[src/rtl/intc85_pkg.sv]
// Shared types and constants for the core85 8-input interrupt controller.
package intc85_pkg;

    typedef enum logic [1:0] {
        ST_IDLE = 2'd0,
        ST_REQ  = 2'd1,
        ST_ACK  = 2'd2,
        ST_DONE = 2'd3
    } state_t;

    localparam logic [1:0] ADDR_IMR = 2'd0;
    localparam logic [1:0] ADDR_EOI = 2'd1;
    localparam logic [1:0] ADDR_IRR = 2'd2;
    localparam logic [1:0] ADDR_ISR = 2'd3;

    localparam logic [7:0] RST_BASE     = 8'hC7;
    localparam int         EOI_SPECIFIC = 7;

    // Position of idx in the priority order that starts at base (0 = highest).
    function automatic logic [2:0] prio_rank(input logic [2:0] idx, input logic [2:0] base);
        return idx - base;
    endfunction

endpackage

[src/rtl/intc85_prienc.sv]
// 8-bit priority encoder: returns the first set bit of req scanning upward
// from base with wrap-around; base = 0 gives plain lowest-index priority.
module intc85_prienc (
    input  logic [7:0] req,
    input  logic [2:0] base,
    output logic [2:0] idx,
    output logic       valid
);

    // Scan from the lowest priority upward so the highest-priority hit lands last.
    always_comb begin
        idx = 3'd0;
        for (int i = 7; i >= 0; i--) begin
            if (req[base + 3'(i)]) begin
                idx = base + 3'(i);
            end
        end
    end

    assign valid = |req;

endmodule

[src/rtl/intc85_ctrl.sv]
// Priority interrupt controller for core85: latches irq edges, masks, nests,
// and answers INTA with an RST n opcode. Define ROTATE_PRIO_EN for rotating priority.
//
// state | meaning
// IDLE  | no eligible request, intr low
// REQ   | intr raised, waiting for the core to start INTA
// ACK   | vector driven while inta_ is low
// DONE  | one quiet cycle before returning to IDLE
module intc85_ctrl
    import intc85_pkg::*;
#(
    parameter int         NIRQ    = 8,
    parameter logic [7:0] RSTBASE = RST_BASE
) (
    input  logic            clk,
    input  logic            rst,
    input  logic [NIRQ-1:0] irq,
    output logic            intr,
    input  logic            inta_,
    output logic [7:0]      vec_data,
    output logic            vec_oe,
    input  logic            cfg_wr,
    input  logic            cfg_rd,
    input  logic [1:0]      cfg_addr,
    input  logic [7:0]      cfg_wdata,
    output logic [7:0]      cfg_rdata
);

    state_t     state;
    state_t     state_nxt;
    logic [7:0] irq_q;
    logic [7:0] irr;
    logic [7:0] isr;
    logic [7:0] imr;
    logic [7:0] cand;
    logic [7:0] isr_clr;
    logic [2:0] vsel;
    logic [2:0] win_idx;
    logic [2:0] isr_idx;
    logic [2:0] pbase_w;
    logic       win_valid;
    logic       isr_valid;
    logic       eligible;
    logic       inta_q;
    logic       ack_start;
    logic       ack_take;
    logic       ack_grant;
    logic       eoi_wr;
    logic       intr_d;

    assign cand      = irr & ~imr;
    assign ack_start = inta_q & ~inta_;
    assign ack_take  = (state == ST_REQ) && ack_start;
    assign ack_grant = ack_take && eligible;
    assign eoi_wr    = cfg_wr && (cfg_addr == ADDR_EOI);

`ifdef ROTATE_PRIO_EN
    logic [2:0] pbase;

    always_ff @(posedge clk) begin
        if (rst) begin
            pbase <= 3'd0;
        end else if (eoi_wr && !cfg_wdata[EOI_SPECIFIC] && isr_valid) begin
            pbase <= isr_idx + 3'd1;
        end
    end

    assign pbase_w = pbase;
`else
    assign pbase_w = 3'd0;
`endif

    intc85_prienc u_win_enc (
        .req   (cand),
        .base  (pbase_w),
        .idx   (win_idx),
        .valid (win_valid)
    );

    intc85_prienc u_isr_enc (
        .req   (isr),
        .base  (pbase_w),
        .idx   (isr_idx),
        .valid (isr_valid)
    );

    assign eligible = win_valid &&
                      (!isr_valid || (prio_rank(win_idx, pbase_w) < prio_rank(isr_idx, pbase_w)));

    always_comb begin
        isr_clr = 8'h00;
        if (eoi_wr) begin
            if (cfg_wdata[EOI_SPECIFIC]) begin
                isr_clr = 8'd1 << cfg_wdata[2:0];
            end else if (isr_valid) begin
                isr_clr = 8'd1 << isr_idx;
            end
        end
    end

    // The acknowledge clear is applied before new edges so a fresh edge on the same line survives.
    always_ff @(posedge clk) begin
        if (rst) begin
            irq_q  <= 8'h00;
            inta_q <= 1'b1;
            irr    <= 8'h00;
            isr    <= 8'h00;
            imr    <= 8'hFF;
            vsel   <= 3'd0;
        end else begin
            irq_q  <= irq;
            inta_q <= inta_;
            irr    <= (ack_grant ? (irr & ~(8'd1 << win_idx)) : irr) | (irq & ~irq_q);
            isr    <= (isr & ~isr_clr) | (ack_grant ? (8'd1 << win_idx) : 8'h00);
            if (cfg_wr && (cfg_addr == ADDR_IMR)) begin
                imr <= cfg_wdata;
            end
            if (ack_take) begin
                vsel <= eligible ? win_idx : 3'd7;
            end
        end
    end

    always_ff @(posedge clk) begin
        if (rst) begin
            cfg_rdata <= 8'h00;
        end else if (cfg_rd) begin
            case (cfg_addr)
                ADDR_IMR: cfg_rdata <= imr;
                ADDR_IRR: cfg_rdata <= irr;
                ADDR_ISR: cfg_rdata <= isr;
                default:  cfg_rdata <= 8'h00;
            endcase
        end
    end

    always_ff @(posedge clk) begin
        if (rst) begin
            state <= ST_IDLE;
            intr  <= 1'b0;
        end else begin
            state <= state_nxt;
            intr  <= intr_d;
        end
    end

    always_comb begin
        state_nxt = state;
        case (state)
            ST_IDLE: if (eligible) state_nxt = ST_REQ;
            ST_REQ: begin
                if (ack_start) begin
                    state_nxt = ST_ACK;
                end else if (!eligible) begin
                    state_nxt = ST_IDLE;
                end
            end
            ST_ACK:  if (inta_) state_nxt = ST_DONE;
            ST_DONE: state_nxt = ST_IDLE;
            default: state_nxt = ST_IDLE;
        endcase
    end

    // intr only stays up while REQ persists, so it falls with the move to ACK or IDLE.
    always_comb begin
        intr_d   = (state == ST_REQ) && (state_nxt == ST_REQ);
        vec_oe   = (state == ST_ACK);
        vec_data = vec_oe ? (RSTBASE | {vsel, 3'b000}) : 8'h00;
    end

endmodule

[config.mk]
export PLATFORM = sky130hd
export DESIGN_NAME = intc85_ctrl
export DESIGN_NICKNAME = d
export VERILOG_FILES = /design/src/rtl/intc85_pkg.sv /design/src/rtl/intc85_prienc.sv /design/src/rtl/intc85_ctrl.sv
export SDC_FILE = /design/constraint.sdc
export NUM_CORES = 1
export LEC_CHECK = 0
export CAP_MARGIN = 25
export CORE_ASPECT_RATIO = 1.75
export CORE_MARGIN = 4
export CORE_UTILIZATION = 53
export CTS_CLUSTER_DIAMETER = 120
export DETAILED_ROUTE_END_ITERATION = 10
export PLACE_DENSITY_LB_ADDON = 0.15
export SYNTH_ARGS = -nofsm -noshare
export SYNTH_HDL_FRONTEND = slang
export SYNTH_SLANG_ARGS = --single-unit
[constraint.sdc]
create_clock -name clk -period 3.8 [get_ports clk]
set_clock_uncertainty 0.1 [all_clocks]
set_input_delay 0.38 -clock clk [delete_from_list [all_inputs] [get_ports clk]]
set_output_delay 0.38 -clock clk [all_outputs]
set_load 0.02 [all_outputs]
After elaboration in Yosys (flattened, before gate mapping)
Cells that the tools add are included.

storage, ports and cells
  output and inout bits = 18
  bits in registers = 47
  word-level logic and storage cells = 73

operators by class
  eq/ne operators = 7
  muxes and demuxes = 29
  bitwise operators = 12
  reduce and logical (&&, ||, !) cells = 12
  magnitude comparators = 1
  shift-type cells = 3

operator list
  cell                                                 number
  2-to-1 mux 3 bit                                     17
  2-to-1 mux 8 bit                                     6
  AND 8 bit                                            4
  NOT 8 bit                                            4
  case mux 8 bit (3 select lines)                      1
  left shift 1 x 3 -> 8 bit, first input constant      3
  bitwise OR 8 bit                                     2
  OR reduction 8 bit                                   2
  equality test 2 bit, second input constant           4
  2-to-1 mux 2 bit                                     4
  case mux 2 bit (4 select lines)                      1
  equality test 2 x 1 -> 1 bit, second input constant  3
  logical AND 1 bit                                    6
  zero test 2 bit                                      2
  < comparator 3 bit                                   1
  AND 1 bit                                            1
  zero test 1 bit                                      1
  logical OR 1 bit                                     1
  NOT 1 bit                                            1

Depth between registers and ports, before layout
  word-level depth = 18
  gate-level depth with buffers = 10
  gate-level depth less buffers = 9

Hierarchy
A second synthesis with hierarchy kept.

second synthesis, totals
  cells, all modules = 411
  area total of the unflattened synthesis = 3,767.4 sq um

modules (own cells, without submodules)
  module         area each (sq um)  cells an instance  times used  sequential area each (sq um)
  intc85_ctrl    2,183.3            241                1           940.9
  intc85_prienc  792.0              85                 2           0.0

Worst setup path before layout
No wires, ideal clock.

  path kind = flip-flop to flip-flop
  start = register imr[4]
  end = register isr[1]
  stages on the path, launching flop included = 11
  required time = 3.615 ns
  path slack = 0.943 ns
  data arrival time = 2.672 ns
  setup time = 0.085 ns
  path through = dfxtp_1 and2b_2 a211oi_1 o311ai_2 inv_1 ha_1 o21a_1 o22a_1 buf_4 or4_4 o31ai_2

between the ends
  word-level cells in the longest chain between the ends = 13
  elaborated cells on any way between the ends = 15
  those cells by class = 1 x order compare; 1 x shift; 6 x mux; 3 x bitwise; 4 x reduce/logical

RTL lines
  what                           RTL line             RTL
  start, declared                intc85_ctrl.sv:34    logic [7:0] imr;
  start signal, assigned         intc85_ctrl.sv:116   imr <= cfg_wdata;
  NOT 8 bit (*)                  intc85_ctrl.sv:51    assign cand = irr & ~imr;
  AND 8 bit (*)                  intc85_ctrl.sv:51
  2-to-1 mux 3 bit (5 in a row)  intc85_prienc.sv:14  if (req[base + 3'(i)]) begin
  < comparator 3 bit             intc85_ctrl.sv:88    (!isr_valid || (prio_rank(win_idx, pbase_w) < prio_rank(isr_idx, pbase_w)));
  logical OR 1 bit               intc85_ctrl.sv:88
  logical AND 1 bit              intc85_ctrl.sv:87    assign eligible = win_valid &&
  logical AND 1 bit              intc85_ctrl.sv:54    assign ack_grant = ack_take && eligible;
  2-to-1 mux 8 bit (*)           intc85_ctrl.sv:114   isr <= (isr & ~isr_clr) | (ack_grant ? (8'd1 << win_idx) : 8'h00);
  bitwise OR 8 bit (*)           intc85_ctrl.sv:114
  end signal, assigned           intc85_ctrl.sv:114
  end, declared                  intc85_ctrl.sv:33    logic [7:0] isr;

Mark *: on every way between the ends. The rest lies on a longest branch, timed or not.
A chain may end at the register's enable or synchronous reset.

Worst setup path after layout
  start = register irr[5]
  end = register irr[0]

between the ends
  word-level cells in the longest chain between the ends = 13
  elaborated cells on any way between the ends = 17
  those cells by class = 1 x order compare; 1 x shift; 7 x mux; 4 x bitwise; 4 x reduce/logical

RTL lines
  what                           RTL line             RTL
  start, declared                intc85_ctrl.sv:32    logic [7:0] irr;
  start signal, assigned         intc85_ctrl.sv:113   irr <= (ack_grant ? (irr & ~(8'd1 << win_idx)) : irr) | (irq & ~irq_q);
  AND 8 bit (*)                  intc85_ctrl.sv:51
  2-to-1 mux 3 bit (6 in a row)  intc85_prienc.sv:14
  < comparator 3 bit             intc85_ctrl.sv:88
  logical OR 1 bit               intc85_ctrl.sv:88
  logical AND 1 bit              intc85_ctrl.sv:87
  logical AND 1 bit              intc85_ctrl.sv:54
  2-to-1 mux 8 bit (*)           intc85_ctrl.sv:113
  bitwise OR 8 bit (*)           intc85_ctrl.sv:113

Marked as above.

==> run summary <==
In this run the standard cell core region covers ~4400 um2. The total instance count after detailed placement is 355. The startpoint type of the worst setup path is a register. The met3 routed wirelength came out at 371 um. The area taken by flip-flops and latches came out at 940.9 um2. At the pin with the least slew margin, the transition time is 0.7286 ns.

The number of buffers added by the clock tree synthesis step came out at 5. The H-tree depth came out at 2. The post-synthesis sequential area ratio is between 30% and 40%. The max-slew violation count is 0. The leakage power total is 1.085 nW.

The highest metal layer with signal wires is met4. The end point of the worst hold path is imr[6]. The length in cells of the worst reg-to-reg path is 9. The remaining global-route overflow is 0. The starting density of the core came out at between 50% and 60%. The post-route netlist has 10.90% of its cells at a drive strength greater than 1.

The achievable clock frequency came out at 310.6 MHz. Summing all multi-input logic gate instances after layout gives 1376 um2. The first global-routing pass estimated 10690 um of wire. The dominant cell type by area after synthesis is sky130_fd_sc_hd__dfxtp_1. Once the clock tree was built, the resizer swapped 0 gates to a different size. The number of buffers and inverters on the critical path is 1. In this run the most critical hold path is launched from imr[6].

The largest stage delay on the critical path is between 0.6 and 0.7 ns. The combinational power share is 17.2%. The number of global-route vias before repair came to between 2000 and 2500. The dominant delay contributor by cell family on the critical path is compound AO/OA/AOI/OAI gates. The average detailed-routed wire length per instance came out at 18.01 um. The number of buffers inserted by port buffering is 40. The largest voltage drop on the vdd net came out at 0.3362 mV.

The proportion of synthesized flip-flops having asynchronous set or reset came out at 0%. The finished layout holds about 360 standard cells, fillers aside. The minimum clock period is 3.220 ns. Global routing used 23.87% of the available tracks. Along the worst path, the maximum fanout reaches 9. The final count of hold timing violations came out at 0. The final period utilization is 84.73%. Summed over all failing endpoints, the final setup total negative slack is 0 ns.

The reg2reg setup slack is a little under 0.6 ns. The vertical extent of the die is 97.73 um. The maximum number of buffers from clock root to sink is 2.

For this design, the sink count on the clock tree is 47. The area growth from synthesis to final layout is 19.39%. The iteration-0 DRC count of the detailed router is 96. The number of inserted filler cells in the final layout came out at 400. The clock transition at the register clock pins on the worst setup and hold paths after CTS is 0.09 ns.

In this run the remaining antenna-violating nets after routing total 0. The number of antenna violations at the first check in global routing was 0. The congestion estimate from routability-driven global placement came to 0.9522. The max-capacitance violation count came out at 0. The detailed-router iteration count before antenna repair came out at 5. The synthesis warning total came out at 0. The analysis attributes to net switching a power of 0.2817 mW. Net switching is 27.93% of the power. The diode insertion count for antenna repair is 0. The number of cells on the worst hold path is 2. The worst register-to-register path begins at irr[5]. The sum of routed wire length over all layers came out at 6537 um.

Synthesis inferred 47 register bits. The pin count of the biggest net entering global routing is 22. The clock insertion delay at the later pin of the skew report came out at 0.31 ns. The DRC violation count after routing came out at 0. Detailed placement finished with a half-perimeter wire length of 4897 um.

The number of cells produced by synthesis came out at 280. The worst slew slack as a fraction of its limit is 51.43%. The worst-path cell with the longest stage delay is sky130_fd_sc_hd__a21oi_1. The synthesized netlist net count is 305. The power share of the sequential group is between 50% and 60%. The total power divided by cell area is 346.5 nW/um2. The worst reg2reg path endpoint is irr[0]. The critical path is of the reg2reg type.

The required time at the endpoint of the critical path is between 3 and 4 ns. The routed metal-1 wire length came out at 2491 um. The run finished with clean final reports. In this run the horizontal extent of the chip is 59.28 um. The data arrival time of the critical path came out at approximately 3.3 ns.

The worst setup path is captured at a register. The met2 wirelength from detailed routing came out at approximately 3300 um. The I/O pin total came out at 41.

For this run, the leading register cell type out of synthesis is sky130_fd_sc_hd__dfxtp_1. In the final design database the tool counted 336 nets. The worst min-delay path class is reg2reg. The post-synthesis area per instance is 8.709 um2. By area the synthesized netlist is led by sky130_fd_sc_hd__dfxtp_1 (39%), sky130_fd_sc_hd__nor2b_1 (4.6%), sky130_fd_sc_hd__nor2_1 (3.8%), sky130_fd_sc_hd__a211oi_1 (3.7%), sky130_fd_sc_hd__mux2_2 (3.7%).

The overall via count from detail_route is ~2300. The clock network fraction of design power came out at 29.7%. The average vias per placed instance came out at 6.240.

TritonCTS built the clock tree. The number of setup buffers added after CTS came out at 0. In this run the cell area of the synthesized design comes to around 2400 um2. Setup repair after global routing left no endpoint under its margin. The number of endpoints failing setup at the final stage is 0. The row count is 32. The area share of the largest cell type after synthesis came out at 38.58%. In this run the clock root is driven by a sky130_fd_sc_hd__clkbuf_8. The internal power contribution came out at 0.7271 mW.

After clock tree synthesis, the flow added hold-fix buffers numbering 0. The count of flip-flops with a built-in enable after synthesis came out at 0. The unique cell type count in the Yosys netlist is 58. Traced cell by cell, the critical path runs through nor2b_4 > a211oi_1 > o311ai_2 > inv_1 > ha_1 > o21a_1 > o22a_1 > a21oi_1 > a31oi_1. The area of the die came out at 5793 um2.
[stage by stage]
stage	util (%)	power [mW]	hold slack (ns)	instance area, um2	setup WS, ns
2_1_floorplan	-	0.6492	0.3544	2439	0.9427
3_3_place_gp	63.60	0.7153	0.3688	2826	0.7731
3_5_place_dp	63.60	0.7175	0.3761	2826	0.6529
4_1_cts	65.51	1.015	0.3887	2912	0.6313
5_1_grt	65.51	1.052	0.4154	2912	0.4505
6_report	65.51	1.009	0.3860	2912	0.5801
[routing by layer]
layer / vias up / GRT usage [%]
met5: - / 0
met4: 0 / 16.40
met3: 31 / 4.497
met2: 99 / 39.34
met1: 1049 / 26.40
li1: 1086 / -
[cells in the mapped netlist, types with 2 or more instances]
master / number
sky130_fd_sc_hd__nor2b_1: 18
sky130_fd_sc_hd__and2_1: 5
sky130_fd_sc_hd__nand2_1: 16
sky130_fd_sc_hd__nor4_1: 2
sky130_fd_sc_hd__clkbuf_1: 10
sky130_fd_sc_hd__o211ai_1: 7
sky130_fd_sc_hd__o21ai_0: 11
sky130_fd_sc_hd__inv_1: 8
sky130_fd_sc_hd__nand3_1: 16
sky130_fd_sc_hd__nor2_1: 25
sky130_fd_sc_hd__buf_4: 6
sky130_fd_sc_hd__nand4_1: 3
sky130_fd_sc_hd__a21oi_1: 12
sky130_fd_sc_hd__nand2b_1: 9
sky130_fd_sc_hd__ha_1: 2
sky130_fd_sc_hd__a31oi_1: 4
sky130_fd_sc_hd__o32ai_1: 2
sky130_fd_sc_hd__o21a_1: 2
sky130_fd_sc_hd__nand3b_1: 2
sky130_fd_sc_hd__nand2b_2: 2
sky130_fd_sc_hd__o31ai_2: 2
sky130_fd_sc_hd__a211oi_1: 12
sky130_fd_sc_hd__o31ai_1: 4
sky130_fd_sc_hd__o21ai_1: 2
sky130_fd_sc_hd__mux2_2: 8
sky130_fd_sc_hd__dfxtp_1: 47
sky130_fd_sc_hd__nor2b_4: 2
sky130_fd_sc_hd__nor3_1: 4
sky130_fd_sc_hd__a22oi_1: 8
[worst max path at each step]
| stage | start | end | slack [ns] | cells past startpoint |
|---|---|---|---|---|
| floorplan | imr[4] | isr[1] | 0.94 | 10 |
| global placement | imr[6] | irr[6] | 0.77 | 9 |
| detailed placement | imr[6] | irr[0] | 0.65 | 9 |
| CTS | irr[5] | irr[0] | 0.63 | 9 |
| global route | irr[5] | irr[4] | 0.45 | 9 |
| finish | irr[5] | irr[0] | 0.58 | 9 |
[placed cells by master (no fill, tap or decap), types with 3 or more instances in the layout]
cell type and n:
sky130_fd_sc_hd__a211oi_1 12, sky130_fd_sc_hd__a21oi_1 12, sky130_fd_sc_hd__a22oi_1 8, sky130_fd_sc_hd__a31oi_1 4, sky130_fd_sc_hd__and2_1 5, sky130_fd_sc_hd__clkbuf_8 5, sky130_fd_sc_hd__clkdlybuf4s50_1 40, sky130_fd_sc_hd__dfxtp_1 47
sky130_fd_sc_hd__inv_1 8, sky130_fd_sc_hd__mux2_2 8, sky130_fd_sc_hd__nand2_1 16, sky130_fd_sc_hd__nand2b_1 9, sky130_fd_sc_hd__nand3_1 16, sky130_fd_sc_hd__nand4_1 3, sky130_fd_sc_hd__nor2_1 25, sky130_fd_sc_hd__nor2b_1 18
sky130_fd_sc_hd__nor3_1 4, sky130_fd_sc_hd__o211ai_1 7, sky130_fd_sc_hd__o21ai_0 11, sky130_fd_sc_hd__o31ai_1 4
[registers in the layout, indices dropped and copies added, names as in the netlist]
name and flops:
imr 8, cfg_rdata 8, irr 8, inta_q 1, intr 1, isr 8
state 2, vsel 3, irq_q 8
[power by group through the flow]
stage | Combinational [mW] | Clock (mW) | Sequential (mW)
after CTS | 0.173 | 0.307 | 0.535
final | 0.173 | 0.300 | 0.535
after detailed placement | 0.171 | 0 | 0.546
after floorplan | 0.101 | 0 | 0.548
after global routing | 0.187 | 0.326 | 0.539
after global placement | 0.170 | 0 | 0.546
[area by class of cell]
type / instances / area share [%]
Tap cell: 51 / 2.192
Clock buffer: 6 / 2.492
Multi-Input combinational cell: 207 / 47.27
Timing Repair Buffer: 42 / 14.27
Clock inverter: 2 / 0.4297
Inverter: 8 / 1.031
Sequential cell: 47 / 32.32
[worst reg2reg max path, stage by stage, from the launching register on]
cell	delay (ns)
sky130_fd_sc_hd__dfxtp_1	0.36
sky130_fd_sc_hd__nor2b_4	0.23
sky130_fd_sc_hd__a211oi_1	0.10
sky130_fd_sc_hd__o311ai_2	0.44
sky130_fd_sc_hd__inv_1	0.23
sky130_fd_sc_hd__ha_1	0.34
sky130_fd_sc_hd__o21a_1	0.18
sky130_fd_sc_hd__o22a_1	0.30
sky130_fd_sc_hd__a21oi_1	0.62
sky130_fd_sc_hd__a31oi_1	0.17
[logic make-up after synthesis]
logic type / Yosys count / share of synthesized area [%]
AND/OR/NAND/NOR: 117 / 27.50
flip-flops: 47 / 38.58
multiplexers: 8 / 3.694
AO/OA/AOI/OAI: 80 / 24.22
buffers and inverters: 26 / 4.977
adder cells (fa/ha/maj): 2 / 1.026
Power figures use the tool's default switching activity.
